<file path="src/rtl/lsu_mem_ctrl.sv">
// Load/store unit: one RV32I load or store at a time against a word-wide memory
// without byte enables. Sub-word stores are done as read-modify-write.
module lsu_mem_ctrl #(
  parameter int WORD_ADDR_W = 10
) (
  input  logic                   clk,
  input  logic                   rst,
  input  logic                   req_valid,
  output logic                   req_ready,
  input  logic                   req_we,
  input  logic [2:0]             req_funct3,
  input  logic [31:0]            req_addr,
  input  logic [31:0]            req_wdata,
  output logic                   rsp_valid,
  output logic                   rsp_err,
  output logic [31:0]            rsp_rdata,
  output logic [WORD_ADDR_W-1:0] mem_addr,
  output logic                   mem_re,
  input  logic [31:0]            mem_rdata,
  output logic                   mem_we,
  output logic [31:0]            mem_wdata
);

  typedef enum logic [2:0] {
    S_IDLE  = 3'd0,
    S_READ  = 3'd1,
    S_MERGE = 3'd2,
    S_WRITE = 3'd3,
    S_RESP  = 3'd4
  } state_e;

  state_e                 state_q, state_d;
  logic                   we_q, we_d;
  logic [2:0]             funct3_q, funct3_d;
  logic [1:0]             addr_lo_q, addr_lo_d;
  logic [WORD_ADDR_W-1:0] mem_addr_q, mem_addr_d;
  logic [31:0]            mem_wdata_q, mem_wdata_d;
  logic                   rsp_err_q, rsp_err_d;
  logic [31:0]            rsp_rdata_q, rsp_rdata_d;
  logic [7:0]             byte_s;
  logic [15:0]            half_s;
  logic [31:0]            load_s;
  logic [31:0]            merged_s;
  logic                   unused_addr_s;

  // Request legality: funct3 must name a supported access and the address must be naturally aligned.
  function automatic logic req_illegal(input logic we, input logic [2:0] f3, input logic [1:0] lo);
    logic bad;
    bad = 1'b0;
    case (f3)
      3'b000:  bad = 1'b0;
      3'b001:  bad = lo[0];
      3'b010:  bad = (lo != 2'b00);
      3'b100:  bad = we;
      3'b101:  bad = we | lo[0];
      default: bad = 1'b1;
    endcase
    return bad;
  endfunction

  assign unused_addr_s = ^req_addr[31:WORD_ADDR_W+2];

  assign req_ready = (state_q == S_IDLE);
  assign mem_re    = (state_q == S_READ);
  assign mem_we    = (state_q == S_WRITE);
  assign rsp_valid = (state_q == S_RESP);
  assign rsp_err   = rsp_err_q;
  assign rsp_rdata = rsp_rdata_q;
  assign mem_addr  = mem_addr_q;
  assign mem_wdata = mem_wdata_q;

  // Lane extraction for loads and lane replacement for sub-word stores.
  always_comb begin
    byte_s   = mem_rdata[{addr_lo_q, 3'b000} +: 8];
    half_s   = addr_lo_q[1] ? mem_rdata[31:16] : mem_rdata[15:0];
    load_s   = mem_rdata;
    merged_s = mem_rdata;
    case (funct3_q)
      3'b000:  load_s = {{24{byte_s[7]}}, byte_s};
      3'b100:  load_s = {24'd0, byte_s};
      3'b001:  load_s = {{16{half_s[15]}}, half_s};
      3'b101:  load_s = {16'd0, half_s};
      default: load_s = mem_rdata;
    endcase
    if (funct3_q == 3'b000) begin
      merged_s[{addr_lo_q, 3'b000} +: 8] = mem_wdata_q[7:0];
    end else begin
      merged_s[{addr_lo_q[1], 4'b0000} +: 16] = mem_wdata_q[15:0];
    end
  end

  // Next-state and next-register logic of the access sequencer.
  always_comb begin
    state_d     = state_q;
    we_d        = we_q;
    funct3_d    = funct3_q;
    addr_lo_d   = addr_lo_q;
    mem_addr_d  = mem_addr_q;
    mem_wdata_d = mem_wdata_q;
    rsp_err_d   = rsp_err_q;
    rsp_rdata_d = rsp_rdata_q;
    case (state_q)
      S_IDLE: begin
        if (req_valid) begin
          we_d        = req_we;
          funct3_d    = req_funct3;
          addr_lo_d   = req_addr[1:0];
          mem_addr_d  = req_addr[WORD_ADDR_W+1:2];
          mem_wdata_d = req_wdata;
          if (req_illegal(req_we, req_funct3, req_addr[1:0])) begin
            rsp_err_d   = 1'b1;
            rsp_rdata_d = 32'd0;
            state_d     = S_RESP;
          end else if (req_we && (req_funct3 == 3'b010)) begin
            state_d = S_WRITE;
          end else begin
            state_d = S_READ;
          end
        end else begin
          state_d = S_IDLE;
        end
      end
      S_READ:  state_d = S_MERGE;
      S_MERGE: begin
        if (we_q) begin
          mem_wdata_d = merged_s;
          state_d     = S_WRITE;
        end else begin
          rsp_err_d   = 1'b0;
          rsp_rdata_d = load_s;
          state_d     = S_RESP;
        end
      end
      S_WRITE: begin
        rsp_err_d   = 1'b0;
        rsp_rdata_d = 32'd0;
        state_d     = S_RESP;
      end
      S_RESP:  state_d = S_IDLE;
      default: state_d = S_IDLE;
    endcase
  end

  // State and captured-request registers; reset abandons any access in flight.
  always_ff @(posedge clk or negedge rst) begin
    if (!rst) begin
      state_q     <= S_IDLE;
      we_q        <= 1'b0;
      funct3_q    <= 3'd0;
      addr_lo_q   <= 2'd0;
      mem_addr_q  <= '0;
      mem_wdata_q <= 32'd0;
      rsp_err_q   <= 1'b0;
      rsp_rdata_q <= 32'd0;
    end else begin
      state_q     <= state_d;
      we_q        <= we_d;
      funct3_q    <= funct3_d;
      addr_lo_q   <= addr_lo_d;
      mem_addr_q  <= mem_addr_d;
      mem_wdata_q <= mem_wdata_d;
      rsp_err_q   <= rsp_err_d;
      rsp_rdata_q <= rsp_rdata_d;
    end
  end

endmodule

</file>
<file path="config.mk">
export PLATFORM = sky130hd
export DESIGN_NAME = lsu_mem_ctrl
export DESIGN_NICKNAME = d
export VERILOG_FILES = /design/src/rtl/lsu_mem_ctrl.sv
export SDC_FILE = /design/constraint.sdc
export NUM_CORES = 1
export LEC_CHECK = 0
export BUFFER_PORTS_ARGS = -buffer_cell sky130_fd_sc_hd__buf_4
export CAP_MARGIN = 20
export CORE_ASPECT_RATIO = 1.4
export CORE_UTILIZATION = 54
export CTS_CLUSTER_DIAMETER = 80
export DETAILED_ROUTE_END_ITERATION = 6
export PLACE_DENSITY = 0.95
export SETUP_SLACK_MARGIN = 0.05
export SLEW_MARGIN = 5
export SYNTH_ARGS = -nofsm -noshare
export SYNTH_HDL_FRONTEND = slang
export SYNTH_SLANG_ARGS = --single-unit
export TNS_END_PERCENT = 20
</file>
<file path="constraint.sdc">
create_clock -name clk -period 5.5 [get_ports clk]
set_input_delay 0 -clock clk [delete_from_list [all_inputs] [get_ports clk]]
set_output_delay 0 -clock clk [all_outputs]
set_load 0.005 [all_outputs]
</file>
==> results of run 1 <==
==> flip-flops by register name (all words and copies together) (netlist names) <==
| register | cells |
|---|---|
| addr_lo_q | 2 |
| funct3_q | 3 |
| rsp_rdata | 32 |
| state_q | 3 |
| rsp_err | 1 |
| mem_addr | 10 |
| mem_wdata | 32 |
| we_q | 1 |
==> per-layer routing <==
layer	track usage	up-vias	part of all wire
li1	-	2182	-
met1	0.434	2404	0.36
met2	0.580	373	0.50
met3	0.0786	83	0.092
met4	0.232	0	0.052
met5	0	-	0
==> synth_stat cells (9+ instances only) <==
cell type	number
a31oi_1	12
nand2b_1	15
inv_1	12
clkbuf_1	18
dfrtp_1	84
o21ai_0	31
mux2i_1	18
a221o_1	16
nand2_1	42
nor2_1	32
buf_2	17
mux2_2	38
a221oi_1	9
nor3b_1	11
==> report_power, final <==
group	internal, mW	total, mW	switching (mW)
Sequential	0.860	1.18	0.315
Clock	0.354	0.621	0.267
Combinational	0.838	1.66	0.822
Total	2.05	3.46	1.40
==> cells by family after synthesis <==
logic type,Yosys count,share of synthesized area
AND/OR/NAND/NOR,136,0.150
flip-flops,84,0.427
multiplexers,57,0.128
buffers and inverters,56,0.0569
adder cells (fa/ha/maj),5,0.0127
AO/OA/AOI/OAI,146,0.226
==> worst min path at each step <==
| stage | endpoint | depth (start not counted) | slack (ns) | from |
|---|---|---|---|---|
| floorplan | addr_lo_q[0]$_DFFE_PN0P_ | 0 | -0.30 | rst |
| global placement | rsp_rdata[0]$_DFFE_PN0P_ | 1 | 0.23 | rst |
| detailed placement | addr_lo_q[1]$_DFFE_PN0P_ | 3 | 0.24 | req_addr[1] |
| CTS | mem_wdata[10]$_DFFE_PN0P_ | 4 | 0.002 | req_wdata[10] |
| global route | mem_wdata[6]$_DFFE_PN0P_ | 3 | 0.03 | req_wdata[6] |
| finish | mem_wdata[10]$_DFFE_PN0P_ | 4 | 0.02 | req_wdata[10] |
==> critical path, delay by kind of cell, from the launching register on <==
kind / cells / cell delay, ns
AOI/OAI and AO/OA: 3 / 0.65
and+or+nand+nor: 1 / 0.41
buffers and inverters: 2 / 0.64
adders and majority gates: 1 / 0.44
DFF: 1 / 0.99
==> per-stage QoR <==
step	setup WS, ns	std cells	instance area, sq um	hold WS (ns)
5_1_grt	2.14	772	6850	0.0255
6_report	2.27	772	6850	0.0199
3_5_place_dp	2.44	712	6080	0.236
4_1_cts	2.44	770	6800	0.00246
2_1_floorplan	3.43	484	4930	-0.296
3_3_place_gp	2.19	711	6080	0.233
==> final cells by class <==
type                       instances  area share
clock buffer                       9      0.0329
clock inverter                     7      0.0108
inverter                          12     0.00658
multi-input combinational        344       0.373
sequential                        84       0.307
tap                              105      0.0192
timing repair buffer             211       0.251
==> results.cfg, run 1 <==
[run_status]
status = finished clean

[sta]
fin_worst_skew_ns = 0.0102
worst_slew_pin_slew_ns = 1.02
rsz0062_at_grt = no
fin_crit_ns = 3.23
slew-limit-headroom = 0.320
min_period_over_period = 0.587
setup_viol = 0
fmax_mhz = 310
tns_ns = 0
hold_viol_final = 0
slew_violations = 0

[layout]
final_nets = 770
multiInputGateArea_sq_um = 2550
fillCellCount = 535
drive_above_1_share = 0.354
antenna_cells = 0
post-route-util = 0.786
area_delta_synth_final_pct = 38.9
final_cell_mix = 166 x buf_4, 84 x dfrtp_1, 42 x nand2_1, 42 x dlygate4sd3_1, 38 x mux2_2
regArea_sq_um = 2100
layout_commonest_cell = buf_4

[floorplan]
die_w_um = 82.7
die_area_sq_um = 9520
std_cell_rows = 40
core_area_sq_um = 8710
io_pins = 182
initial_core_util = 0.566
die_h_um = 115

[pwr]
leakage_nw = 3.17
ir_worst_vdd_uv = 382
power.density_nw_per_um2 = 505
power_mw = 3.46

[clocking]
postCtsSetupBuffers = 0
cts_tree = yes
clk_pin_slew_worst_paths_ns = 0.07
cts_root_buf = clkbuf_16
ctsResizeCount = 0
cts-hold-fix-buffers = 42
cts_buffer_depth = 2
htree_levels = 3
cts.sinks = 84
cts_buffers = 9
clk_latency_ns = 0.35

[critical_path]
cp.arrival_ns = 3.48
startpoint = addr_lo_q[1]$_DFFE_PN0P_
worstReg2RegStart = addr_lo_q[1]$_DFFE_PN0P_
reg2reg_depth = 7
crit_fanout = 18
slowest_delay_ns = 0.99
r2r_setup_slack_ns = 2.27
start_kind = flip-flop
required_ns = 5.75
crit_end = mem_wdata[18]$_DFFE_PN0P_
endpoint_kind = flip-flop
path_class = reg -> reg
crit_slowest_cell = dfrtp_1
crit_path_cell_trace = inv_1 > ha_1 > nor4bb_1 > buf_2 > a221oi_1 > a211o_1 > a31oi_1
r2r-end = mem_wdata[18]$_DFFE_PN0P_

[yosys]
synth_cell_types = 61
syn_inst = 484
synth_edf_count = 0
async_flop_share = 1.00
synth_area_sq_um = 4930
syn_nets = 592
ys.flop_type = dfrtp_1
postSynthAreaPerCell_sq_um = 10.2
synth_top_area_frac = 0.427
ys_seq_area_frac = 0.427
yosysWarnings = 0
synth_area_leaders = dfrtp_1 43%, mux2_2 8.7%, mux2i_1 3.7%
synth_seq_cells = 84
yosysTopAreaCell = dfrtp_1

[hold_path]
hold_path_class = in -> reg

[grt]
grt_pass1_vias = 5001
grt.overflow.total = 0
antenna_found_initial = 0
grt.total_usage = 0.363
grt_pass1_wl_mm = 25.4
grt_max_degree = 85

[drt]
viasPerCell = 6.53
drt_iter0_drc = 579
via_count = 5042
wl_mm = 16.8
avgRoutedWirePerCell_um = 21.7
ant_nets = 0
firstDrtPassIters = 5
remaining_drc_errors = 0

[run]
cap_violations = 0

[placement]
numPortBuffers = 161
hpwl_mm = 11.0
routabilityCongestion = 0.924
Power figures use the tool's default switching activity.
==> run 2, diff against run 1 <==
--- a/config.mk
+++ b/config.mk
@@ -8,10 +8,10 @@
 export BUFFER_PORTS_ARGS = -buffer_cell sky130_fd_sc_hd__buf_4
 export CAP_MARGIN = 20
 export CORE_ASPECT_RATIO = 1.4
-export CORE_UTILIZATION = 54
+export CORE_UTILIZATION = 50
 export CTS_CLUSTER_DIAMETER = 80
 export DETAILED_ROUTE_END_ITERATION = 6
-export PLACE_DENSITY = 0.95
+export PLACE_DENSITY = 0.91
 export SETUP_SLACK_MARGIN = 0.05
 export SLEW_MARGIN = 5
 export SYNTH_ARGS = -nofsm -noshare
==> constraint.sdc (replaced) <==
create_clock -name clk -period 3.2 [get_ports clk]
set_input_delay 0 -clock clk [delete_from_list [all_inputs] [get_ports clk]]
set_output_delay 0 -clock clk [all_outputs]
set_load 0.005 [all_outputs]
==> results.cfg, run 2 (synthesis gave the netlist of run 1 again) <==
[layout]
area_delta_synth_final_pct = 41.1
final_cell_mix = 174 x buf_4, 84 x dfrtp_1, 43 x dlygate4sd3_1
multiInputGateArea_sq_um = 2550
drive_above_1_share = 0.359
final_nets = 777
layout_commonest_cell = buf_4
stdcell_count = 806
postLayoutCellArea_sq_um = 6950
antenna_cells = 0
fillCellCount = 647
regArea_sq_um = 2100

[clocking]
htree_levels = 3
cts-hold-fix-buffers = 43
ctsResizeCount = 0
cts_root_buf = clkbuf_16
clk_pin_slew_worst_paths_ns = 0.06
cts_buffer_depth = 2
cts_buffers = 9
cts_tree = yes
clk_latency_ns = 0.35
postCtsSetupBuffers = 0
cts.sinks = 84

[sta]
slew_violations = 0
tns_ns = 0
rsz0062_at_grt = no
fin_crit_ns = 2.60
slew-limit-headroom = 0.436
fmax_mhz = 385
min_period_over_period = 0.812
fin_worst_skew_ns = 0.0102
setup_viol = 0
hold_viol_final = 0
worst_slew_pin_slew_ns = 0.843

[floorplan]
core_area_sq_um = 9510
initial_core_util = 0.518
std_cell_rows = 42
die_h_um = 119
die_w_um = 85.9
io_pins = 182
die_area_sq_um = 10300

[drt]
ant_nets = 0
firstDrtPassIters = 5
remaining_drc_errors = 0
viasPerCell = 6.27
avgRoutedWirePerCell_um = 21.1
drt_iter0_drc = 531
via_count = 5056
wl_mm = 17.0

[placement]
place_area_sq_um = 6170
hpwl_mm = 11.1
numPortBuffers = 161
placed_cells = 746
routabilityCongestion = 0.878

[hold_path]
hold_path_class = in -> reg

[grt]
grt_pass1_wl_mm = 26.6
grt_pass1_vias = 4998
grt.total_usage = 0.340
grt_max_degree = 85
grt.overflow.total = 0
antenna_found_initial = 0

[critical_path]
reg2reg_depth = 6
crit_fanout = 26
crit_end = mem_wdata[5]$_DFFE_PN0P_
crit_buf_inv = 2
path_depth = 6
worstReg2RegStart = funct3_q[0]$_DFFE_PN0P_
cp.arrival_ns = 2.87
endpoint_kind = flip-flop
path_class = reg -> reg
cp_top_family = buffers and inverters
r2r_setup_slack_ns = 0.60
startpoint = funct3_q[0]$_DFFE_PN0P_
required_ns = 3.47
r2r-end = mem_wdata[5]$_DFFE_PN0P_
crit_slowest_cell = dfrtp_1
slowest_delay_ns = 0.61
start_kind = flip-flop
crit_path_cell_trace = or3_1 > buf_4 > a211oi_4 > a22oi_1 > dlygate4sd3_1 > mux2i_1

[run]
cap_violations = 0

[run_status]
status = finished clean

[pwr]
ir_worst_vdd_uv = 555
leakage_nw = 3.21
power.density_nw_per_um2 = 866
power_mw = 6.02
[run 2: cell types whose count changed in the layout (fill, tap and decap cells not counted)]
cell / previous run / this run
buf_4: 166 / 174
bufinv_16: 1 / 2
dlygate4sd3_1: 42 / 43
buf_2: 1 / 0
buf_12: 1 / 0
clkinv_2: 2 / 1
[run 2: stage by stage]
| stage | hold WS [ns] | util | setup WS [ns] |
|---|---|---|---|
| 2_1_floorplan | -0.296 | - | 1.13 |
| 3_3_place_gp | 0.230 | 0.649 | 0.969 |
| 3_5_place_dp | 0.235 | 0.649 | 0.907 |
| 4_1_cts | 0.0126 | 0.728 | 0.634 |
| 5_1_grt | 0.0243 | 0.731 | 0.479 |
| 6_report | 0.00958 | 0.731 | 0.601 |
[run 2: worst min-delay path by stage]
stage                       start                         to  depth (start not counted)
global placement              rst  rsp_rdata[17]$_DFFE_PN0P_                          1
global route         req_wdata[7]   mem_wdata[7]$_DFFE_PN0P_                          3
floorplan                     rst   addr_lo_q[0]$_DFFE_PN0P_                          0
detailed placement    req_addr[1]   addr_lo_q[1]$_DFFE_PN0P_                          3
CTS                 req_wdata[29]  mem_wdata[29]$_DFFE_PN0P_                          3
finish              req_wdata[29]  mem_wdata[29]$_DFFE_PN0P_                          3
[run 2: layout make-up]
class / count / share of cell area
tap: 132 / 0.0238
sequential: 84 / 0.302
timing repair buffer: 218 / 0.254
multi-input combinational: 344 / 0.367
inverter: 12 / 0.00648
clock buffer: 9 / 0.0324
clock inverter: 7 / 0.0142
[run 2: worst reg2reg max path: cells and delay by family, from the launching register on]
kind                   cells  cell delay, ns
AOI/OAI and AO/OA          2            0.54
DFF                        1            0.61
buffers and inverters      2            0.82
and+or+nand+nor            1            0.44
muxes                      1            0.12
[run 2: per-layer routing]
| metal | track usage | wire length, um | vias up |
|---|---|---|---|
| li1 | - | - | 2199 |
| met1 | 0.423 | 6480 | 2471 |
| met2 | 0.556 | 8480 | 320 |
| met3 | 0.0589 | 1170 | 66 |
| met4 | 0.185 | 857 | 0 |
| met5 | 0 | 0 | - |
[run 2: power breakdown]
group          switching, mW  internal (mW)
registers              0.473           1.48
logic                   1.47           1.45
clock network          0.462          0.689
